==> config.mk <==
export PLATFORM = sky130hd
export DESIGN_NAME = fma16_issue_ctrl
export DESIGN_NICKNAME = d
export VERILOG_FILES = /design/src/rtl/fma16_pkg.sv /design/src/rtl/fma16_rsp_fifo.sv /design/src/rtl/fma16_issue_ctrl.sv
export SDC_FILE = /design/constraint.sdc
export NUM_CORES = 1
export LEC_CHECK = 0
export ABC_AREA = 1
export CORE_MARGIN = 2
export CORE_UTILIZATION = 40
export CTS_CLUSTER_DIAMETER = 30
export DETAILED_ROUTE_END_ITERATION = 10
export PLACE_DENSITY = 0.75
export SLEW_MARGIN = 20
export SYNTH_ARGS = -nofsm -noshare
export SYNTH_HDL_FRONTEND = slang
export SYNTH_SLANG_ARGS = --single-unit
==> constraint.sdc <==
create_clock -name clk -period 3 [get_ports clk]
set_input_delay 0.75 -clock clk [delete_from_list [all_inputs] [get_ports clk]]
set_output_delay 0.75 -clock clk [all_outputs]
set_load 0.05 [all_outputs]
==> src/rtl/fma16_pkg.sv <==
// Shared types and constants for the fma16 issue controller and its response FIFO.
package fma16_pkg;

  localparam int FMA16_WIDTH = 16;

  typedef struct packed {
    logic mul;
    logic add;
    logic negp;
    logic negz;
  } fma16_op_t;

  typedef struct packed {
    logic invalid;
    logic overflow;
    logic underflow;
    logic inexact;
  } fma16_flags_t;

endpackage

==> src/rtl/fma16_rsp_fifo.sv <==
// Circular response FIFO with an occupancy count output; DEPTH must be a power of two.
module fma16_rsp_fifo
  import fma16_pkg::*;
#(
  parameter int WIDTH = FMA16_WIDTH,
  parameter int DEPTH = 4
) (
  input  logic                   clk,
  input  logic                   reset_n,
  input  logic                   push,
  input  logic                   pop,
  input  logic [WIDTH-1:0]       wdata,
  output logic [WIDTH-1:0]       rdata,
  output logic [$clog2(DEPTH):0] count,
  output logic                   empty
);

  localparam int AW = $clog2(DEPTH);

  logic [WIDTH-1:0] mem [DEPTH];
  logic [AW-1:0]    wr_ptr;
  logic [AW-1:0]    rd_ptr;
  logic             do_pop;
  logic             full;

  assign empty  = (count == '0);
  assign full   = (count == (AW+1)'(DEPTH));
  assign do_pop = pop && !empty;
  assign rdata  = mem[rd_ptr];

  // Pointers wrap naturally because DEPTH is a power of two.
  always_ff @(posedge clk or negedge reset_n) begin
    if (!reset_n) begin
      wr_ptr <= '0;
      rd_ptr <= '0;
      count  <= '0;
    end else begin
      if (push)   wr_ptr <= wr_ptr + 1'b1;
      if (do_pop) rd_ptr <= rd_ptr + 1'b1;
      case ({push, do_pop})
        2'b10:   count <= count + 1'b1;
        2'b01:   count <= count - 1'b1;
        default: count <= count;
      endcase
    end
  end

  always_ff @(posedge clk) begin
    if (push) mem[wr_ptr] <= wdata;
  end

  // Upstream credit accounting must never let a push land on a full buffer.
  assert property (@(posedge clk) disable iff (!reset_n) !(push && full));

endmodule

==> src/rtl/fma16_issue_ctrl.sv <==
// Round-robin issue controller sharing one fixed-latency fma16 core between NREQ requesters.
// Optional perf counters (perf_issued, perf_stall) are enabled by defining FMA16_ISSUE_CTRL_PERF_EN.
module fma16_issue_ctrl
  import fma16_pkg::*;
#(
  parameter int NREQ       = 2,
  parameter int LATENCY    = 3,
  parameter int FIFO_DEPTH = 4
) (
  input  logic                         clk,
  input  logic                         reset_n,
  input  logic [NREQ-1:0]              req_valid,
  output logic [NREQ-1:0]              req_ready,
  input  logic [FMA16_WIDTH*NREQ-1:0]  req_x,
  input  logic [FMA16_WIDTH*NREQ-1:0]  req_y,
  input  logic [FMA16_WIDTH*NREQ-1:0]  req_z,
  input  logic [4*NREQ-1:0]            req_op,
  output logic                         core_valid,
  output logic [FMA16_WIDTH-1:0]       core_x,
  output logic [FMA16_WIDTH-1:0]       core_y,
  output logic [FMA16_WIDTH-1:0]       core_z,
  output logic [3:0]                   core_op,
  input  logic [FMA16_WIDTH-1:0]       core_result,
  input  logic [3:0]                   core_flags,
  output logic                         rsp_valid,
  input  logic                         rsp_ready,
  output logic [$clog2(NREQ)-1:0]      rsp_id,
  output logic [FMA16_WIDTH-1:0]       rsp_result,
  output logic [3:0]                   rsp_flags
`ifdef FMA16_ISSUE_CTRL_PERF_EN
  ,
  output logic [31:0]                  perf_issued,
  output logic [31:0]                  perf_stall
`endif
);

  localparam int IDW = $clog2(NREQ);
  localparam int CW  = $clog2(FIFO_DEPTH) + 1;
  localparam int EW  = IDW + FMA16_WIDTH + 4;

  logic [FMA16_WIDTH-1:0] lane_x  [NREQ];
  logic [FMA16_WIDTH-1:0] lane_y  [NREQ];
  logic [FMA16_WIDTH-1:0] lane_z  [NREQ];
  fma16_op_t              lane_op [NREQ];

  logic [IDW-1:0]  rr;
  logic [IDW-1:0]  grant_id;
  logic [IDW-1:0]  search_idx;
  logic [NREQ-1:0] grant;
  logic            credit_ok;
  logic [CW-1:0]   inflight;
  logic [CW-1:0]   fifo_count;
  logic [CW:0]     credit_used;

  logic            tag_v  [LATENCY];
  logic [IDW-1:0]  tag_id [LATENCY];

  logic            push;
  logic            pop;
  logic            fifo_empty;
  logic [EW-1:0]   push_data;
  logic [EW-1:0]   head_data;
  fma16_flags_t    head_flags;

  for (genvar i = 0; i < NREQ; i++) begin : g_lane
    assign lane_x[i]  = req_x[i*FMA16_WIDTH +: FMA16_WIDTH];
    assign lane_y[i]  = req_y[i*FMA16_WIDTH +: FMA16_WIDTH];
    assign lane_z[i]  = req_z[i*FMA16_WIDTH +: FMA16_WIDTH];
    assign lane_op[i] = fma16_op_t'(req_op[i*4 +: 4]);
  end

  // Holding reset_n in the credit term keeps req_ready low while reset is asserted.
  assign credit_used = {1'b0, inflight} + {1'b0, fifo_count};
  assign credit_ok   = reset_n && (credit_used < (CW+1)'(FIFO_DEPTH));

  // Walk downward so the lowest offset from rr with a valid request wins.
  always_comb begin
    grant      = '0;
    grant_id   = '0;
    search_idx = '0;
    if (credit_ok && |req_valid) begin
      for (int k = NREQ - 1; k >= 0; k--) begin
        search_idx = IDW'((int'(rr) + k) % NREQ);
        if (req_valid[search_idx]) grant_id = search_idx;
      end
      grant[grant_id] = 1'b1;
    end
  end

  assign req_ready  = grant;
  assign core_valid = |grant;
  assign core_x     = core_valid ? lane_x[grant_id] : '0;
  assign core_y     = core_valid ? lane_y[grant_id] : '0;
  assign core_z     = core_valid ? lane_z[grant_id] : '0;
  assign core_op    = core_valid ? lane_op[grant_id] : '0;

  assign push      = tag_v[LATENCY-1];
  assign push_data = {tag_id[LATENCY-1], core_result, core_flags};
  assign pop       = rsp_valid && rsp_ready;

  always_ff @(posedge clk or negedge reset_n) begin
    if (!reset_n) begin
      rr       <= '0;
      inflight <= '0;
      for (int i = 0; i < LATENCY; i++) begin
        tag_v[i]  <= 1'b0;
        tag_id[i] <= '0;
      end
    end else begin
      if (core_valid) rr <= (int'(grant_id) == NREQ - 1) ? '0 : grant_id + 1'b1;
      tag_v[0]  <= core_valid;
      tag_id[0] <= grant_id;
      for (int i = 1; i < LATENCY; i++) begin
        tag_v[i]  <= tag_v[i-1];
        tag_id[i] <= tag_id[i-1];
      end
      case ({core_valid, push})
        2'b10:   inflight <= inflight + 1'b1;
        2'b01:   inflight <= inflight - 1'b1;
        default: inflight <= inflight;
      endcase
    end
  end

  fma16_rsp_fifo #(
    .WIDTH (EW),
    .DEPTH (FIFO_DEPTH)
  ) u_rsp_fifo (
    .clk     (clk),
    .reset_n (reset_n),
    .push    (push),
    .pop     (pop),
    .wdata   (push_data),
    .rdata   (head_data),
    .count   (fifo_count),
    .empty   (fifo_empty)
  );

  // Head fields read as zero when empty so stale storage never reaches the outputs.
  assign head_flags = fma16_flags_t'(head_data[3:0]);
  assign rsp_valid  = !fifo_empty;
  assign rsp_id     = rsp_valid ? head_data[EW-1 -: IDW] : '0;
  assign rsp_result = rsp_valid ? head_data[4 +: FMA16_WIDTH] : '0;
  assign rsp_flags  = rsp_valid ? head_flags : '0;

`ifdef FMA16_ISSUE_CTRL_PERF_EN
  always_ff @(posedge clk or negedge reset_n) begin
    if (!reset_n) begin
      perf_issued <= '0;
      perf_stall  <= '0;
    end else begin
      if (core_valid && perf_issued != '1) perf_issued <= perf_issued + 1'b1;
      if (|req_valid && !core_valid && perf_stall != '1) perf_stall <= perf_stall + 1'b1;
    end
  end
`else
  // Perf counters compiled out.
`endif

endmodule

Word-level counts from Yosys, hierarchy flattened

Memory sizes are Yosys's and may differ from the RTL's.
Cells that the tools add are included.

Order comparisons: 6
$add $sub $neg: 9
Muxes and demuxes: 35
Eq/ne operators: 4
Reduce and logical (&&, ||, !) cells: 11
Bitwise operators: 1

Operators with widths:

| cell                                                                         | count |
|---|---|
| 16-bit 2-to-1 mux                                                            | 13 |
| 4-bit 2-to-1 mux                                                             | 5 |
| 1-bit 2-to-1 mux                                                             | 13 |
| 3-bit case mux with 2 select lines                                           | 2 |
| 3-bit by 1-bit adder with 3-bit output, second input constant                | 2 |
| 1-bit by 2-bit less-than comparator with 1-bit output, second input constant | 3 |
| 3-bit by 1-bit subtractor with 3-bit output, second input constant           | 2 |
| 1-bit logical AND                                                            | 5 |
| 2-bit by 1-bit adder with 2-bit output, second input constant                | 2 |
| 3-bit by 3-bit adder with 4-bit output                                       | 1 |
| 2-bit by 1-bit == test with 1-bit output, second input constant              | 2 |
| 2-bit == test, second input constant                                         | 2 |
| 4-bit by 3-bit less-than comparator with 1-bit output, second input constant | 1 |
| 2-bit nonzero test                                                           | 2 |
| 2-bit OR reduction                                                           | 2 |
| 3-bit logical NOT                                                            | 1 |
| 1-bit adder, second input constant                                           | 2 |
| 2-bit >= comparator, second input constant                                   | 1 |
| 2-bit 2-to-1 mux                                                             | 1 |
| 1-bit NOT with 2-bit output                                                  | 1 |
| 1-bit demux with 1-bit select                                                | 1 |
| 1-bit >= comparator, second input constant                                   | 1 |
| 1-bit logical NOT                                                            | 1 |

Flip-flop bits (word level): 17
Memories: 1
Word-level logic and storage cells: 78
Output and inout bits: 77
RAM bits: 84

Memories:

| memory         | words | width | read ports | clocked after memory_dff | wr ports | line                 | text |
|---|---|---|---|---|---|---|---|
| u_rsp_fifo.mem | 4     | 21    | 1          | 0                        | 1        | fma16_rsp_fifo.sv:20 | `logic [WIDTH-1:0] mem [DEPTH];` |

Depth between registers and ports, before layout

Depth after elaboration: 14
Gate-level depth with buffers: 11

By module

From an unflattened synthesis, not the netlist that was laid out.

Cells, all modules: 568
Area, all modules: 5,699.2 um^2

By module, submodules not included:

| module           | seq. area each (um^2) | times used | cells an instance | area an instance (um^2) |
|---|---|---|---|---|
| fma16_rsp_fifo   | 2,697.6               | 1          | 302               | 3,885.0 |
| fma16_issue_ctrl | 250.2                 | 1          | 266               | 1,814.2 |

Least setup slack after synthesis

Ideal clock, no wire load.

Path kind: flip-flop to output port
Start: register u_rsp_fifo.count[0]
End: output rsp_flags[0]
Path buffers: 1
Data arrival time: 1,965 ps
Stages on the path, launching flop included: 6
Slack: 285 ps
Required time: 2,250 ps
Cells stage by stage: dfrtp_1 > inv_1 > nand3_1 > inv_1 > clkbuf_1 > a21oi_1

Cells in the longest elaborated chain, start to end: 2

RTL lines:

| what                   | line                    | text |
|---|---|---|
| from (decl)            | fma16_rsp_fifo.sv:14    | `output logic [$clog2(DEPTH):0] count,` |
| from (signal assigned) | fma16_rsp_fifo.sv:41    | `2'b10: count <= count + 1'b1;` |
| from (signal assigned) | fma16_rsp_fifo.sv:42    | `2'b01: count <= count - 1'b1;` |
| from (signal assigned) | fma16_rsp_fifo.sv:43    | `default: count <= count;` |
| 3-bit logical NOT      | fma16_rsp_fifo.sv:26    | `assign empty = (count == '0);` |
| 4-bit 2-to-1 mux       | fma16_issue_ctrl.sv:144 | `assign rsp_flags = rsp_valid ? head_flags : '0;` |
| to (decl)              | fma16_issue_ctrl.sv:29  | `output logic [3:0] rsp_flags` |

No other way between the ends.

Final worst setup path

Start: register inflight[2]
End: output req_ready[0]

Cells in the longest elaborated chain, start to end: 5

RTL lines:

| what                                                  | line                    | text |
|---|---|---|
| from (decl)                                           | fma16_issue_ctrl.sv:51  | `logic [CW-1:0] inflight;` |
| from (signal assigned)                                | fma16_issue_ctrl.sv:118 | `2'b10: inflight <= inflight + 1'b1;` |
| from (signal assigned)                                | fma16_issue_ctrl.sv:119 | `2'b01: inflight <= inflight - 1'b1;` |
| from (signal assigned)                                | fma16_issue_ctrl.sv:120 | `default: inflight <= inflight;` |
| 3-bit by 3-bit adder with 4-bit output                | fma16_issue_ctrl.sv:73  | `assign credit_used = {1'b0, inflight} + {1'b0, fifo_count};` |
| 4-bit by 3-bit less-than comparator with 1-bit output | fma16_issue_ctrl.sv:74  | `assign credit_ok = reset_n && (credit_used < (CW+1)'(FIFO_DEPTH));` |
| 1-bit logical AND                                     | fma16_issue_ctrl.sv:74  |  |
| 1-bit logical AND                                     | fma16_issue_ctrl.sv:81  | `if (credit_ok && \|req_valid) begin` |
| 2-bit 2-to-1 mux                                      | fma16_issue_ctrl.sv:81  |  |
| to (decl)                                             | fma16_issue_ctrl.sv:13  | `output logic [NREQ-1:0] req_ready,` |

No other way between the ends.

==> results.yml <==
global_routing:
  grt_first_pass_wirelength_um: 23520
  grt_pass1_vias: 4555
  maximum_number_of_pins_on_one_net_before_global_route_repair: 45
  antenna_found_initial: 0
  grt_use_total_pct: 23.20
  global_route.overflow_total: 0
sta:
  finalHoldViolCount: 0
  post-route-min-period_ns: 2.878
  slew_headroom_pct: 34.77
  setup_violating_endpoint_count_in_the_final_report: 0
  min_period_over_period_pct: 95.95
  worst_clock_skew_ns: 0.008377
  fmax_mhz: 347.4
  setup-tns-final_ns: 0
  setup_repair_after_global_routing_missed_its_margin: "no"
  tightest_slew_ns: 0.9773
  maxSlewViolCount: 0
yosys:
  synth_enable_flop_cells: 84
  post-synth-top-count-cell: "sky130_fd_sc_hd__nor2_1"
  yosys_warnings: 0
  synth_common_cells: "sky130_fd_sc_hd__nor2_1 (92), sky130_fd_sc_hd__edfxtp_1 (84), sky130_fd_sc_hd__nand3_1 (84)"
  synth_area_um2: 5042
  ys_top_cells_by_area: "sky130_fd_sc_hd__edfxtp_1 (50%), sky130_fd_sc_hd__dfrtp_1 (8.4%), sky130_fd_sc_hd__nand3_1 (8.3%)"
  post_synth.cell_area_avg_um2: 9.829
  dominant_register_cell_in_the_synthesized_netlist: "sky130_fd_sc_hd__edfxtp_1"
  mappedNetlistNets: 652
  synth.yosys.seq_area_share_pct: 58.46
  ys_types: 27
  syn-instance-count: 513
  post-synth-top-area-cell: "sky130_fd_sc_hd__edfxtp_1"
  ys_ff_latch: 101
  area_share_of_the_leading_cell_type_in_the_synthesized_netlist_pct: 50.02
  synthArstFlopShare_pct: 16.83
die:
  placementRows: 41
  initial_utilization_pct: 40.45
  io_pins: 206
  width_of_the_chip_um: 116.3
  floorplan_core_area_um2: 12470
  die_h_um: 116.3
  fp.dieArea_um2: 13520
clocking:
  cts_tree: "yes"
  numCtsBuffers: 9
  clk_root_buffer_cell: "sky130_fd_sc_hd__clkbuf_16"
  cts-hold-fix-buffers: 0
  cts_sinks: 101
  max-clock-path-buffers: 2
  cts_max_level: 3
  clk_pin_slew_worst_paths_ns: 0.07
  worstSkewPairLatency_ns: 0.33
setup_path:
  critical_path_required_ns: 2.25
  worstRegToRegCells: 12
  cp-start-kind: "register"
  critical_path_arrival_ns: 2.13
  critPathCaptureType: "output port"
  setup.worst_path.class: "reg -> out"
  crit_path_max_fanout: 14
min_path:
  min_path_cells: 0
  hp-class: "reg -> reg"
finish:
  insertedDiodeCount: 0
  post_route_cells_drive_above_1_share_pct: 21.99
  post_layout_nonfiller_instances: 895
  areaGrowthSynthToFinish_pct: 64.84
  finalNetCount: 857
power_and_ir_drop:
  ir_worst_vdd_uv: 498.8
  power_density_nw_per_um2: 967.1
  total_leakage_power_nw: 3.317
place:
  routabilityCongestion: 0.8560
  placed_cells_incl_taps: 867
  place_hpwl_um: 11050
  port_buffers: 205
route:
  detail_route.first_pass.iterations: 5
  ant_nets: 0
  detailed_route_wire_length_um: 15670
  wire_per_inst_um: 17.51
  viasPerCell: 5.077
  drcViolationCount: 0
  dr_total_vias: 4544
  detailedRoute.firstIterationViolations: 381
run_status:
  run_status: "finished clean"
run:
  max_cap_violations: 0
## registers in the layout, summed over array words and instances (netlist names)
name and flops:
push 1, rr 1, u_rsp_fifo.rd_ptr 2, inflight 3, tag_v 2, u_rsp_fifo.count 3, u_rsp_fifo.wr_ptr 2, u_rsp_fifo.mem 84
push_data 1, tag_id 2
## layout by cell type, fill, tap and decap left out, drive strengths merged
cell type      synthesis  routed
buf                   19     101
xnor2                  3       3
clkbuf                19      10
nand3                104     104
clkinv                 0       1
clkdlybuf4s50          0     126
nor2                  94      94
a21oi                 24      24
ha                     8       8
or2                    1       1
fa                     2       2
o21ai                 46      46
clkinvlp               0       1
xor2                   2       2
nand2                 65      65
inv                   23      27
dfrtp                 17      17
bufbuf                 0       2
edfxtp                84      84
dlygate4sd2            0       3
mux2                   1       1
o211ai                 1       1
## report_power, final
| group | switching [mW] | internal (mW) | leakage, nW | total (mW) |
|---|---|---|---|---|
| clock network | 0.501 | 0.579 | 0.136 | 1.08 |
| registers | 0.131 | 1.77 | 0.970 | 1.90 |
| logic | 3.12 | 1.94 | 2.21 | 5.06 |
| total | 3.75 | 4.28 | 3.32 | 8.04 |
## path summary, 6_finish.rpt
path / slack (ns) / to / startpoint
max: 0.12 / req_ready[0] / inflight[2]
min: 0.35 / tag_v[1] / tag_v[2]
max reg2reg: 0.42 / inflight[2] / inflight[2]
min reg2reg: 0.35 / tag_v[1] / tag_v[2]
max in group asynchronous: 2.30 / u_rsp_fifo.rd_ptr[0] / reset_n
min in group asynchronous: 0.50 / rr / reset_n
## stage by stage
| step | cell area, um2 | power, mW | utilization, % | setup WS [ns] | hold slack, ns |
|---|---|---|---|---|---|
| after floorplan | 5042 | 4.855 | - | 0.2855 | 0.3312 |
| after global placement | 7750 | 6.551 | 62.17 | -0.09202 | 0.3333 |
| after detailed placement | 7750 | 6.666 | 62.17 | -0.08178 | 0.3426 |
| after CTS | 8270 | 8.031 | 66.35 | 0.04488 | 0.3582 |
| after global routing | 8312 | 8.470 | 66.68 | 0.01267 | 0.3634 |
| final | 8312 | 8.038 | 66.68 | 0.1216 | 0.3534 |
## routing by layer
metal	global-route usage, %	part of all wire [%]	vias to the layer above
li1	-	-	2168
met1	25.21	35	2190
met2	41.24	54	174
met3	9.341	9.9	12
met4	7.698	1.6	0
met5	0	0	-
## what timing repair did
action / 4_1_cts / 5_1_grt
buffers inserted: 5 / 2
pin swaps: 3 / 7
setup endpoints to repair: 42 / 47
cloned: 5 / 0
hold endpoints to repair: 0 / 0
resized for setup: 7 / 16
## cells by family (layout without fill, tap and decap cells)
group,Yosys count,count (layout),synth area share (%)
and+or+nand+nor,264,264,24.52
buffers and inverters,61,271,5.831
muxes,1,1,0.2233
DFF,101,101,58.46
xor gates and xnor gates,5,5,0.8686
adders and majority gates,10,10,2.779
AOI/OAI and AO/OA,71,71,7.320
## cell type report
class / instances / area, um2
tap: 172 / 215.2
multi-input combinational: 351 / 1831
timing repair buffer: 232 / 2945
fill: 943 / 4154
clock inverter: 6 / 53.80
sequential: 101 / 2949
inverter: 23 / 88.84
clock buffer: 10 / 229.0
## critical path: stages, from the launching register on
cell                      delay (ns)
sky130_fd_sc_hd__dfrtp_1        0.39
sky130_fd_sc_hd__ha_1           0.30
sky130_fd_sc_hd__nor2_2         0.10
sky130_fd_sc_hd__nand2_2        0.07
sky130_fd_sc_hd__nor2_4         0.16
sky130_fd_sc_hd__buf_12         0.13
sky130_fd_sc_hd__buf_4          0.20
sky130_fd_sc_hd__inv_2          0.09
sky130_fd_sc_hd__nor2_2         0.18
sky130_fd_sc_hd__buf_12         0.17
Power figures use the tool's default switching activity.
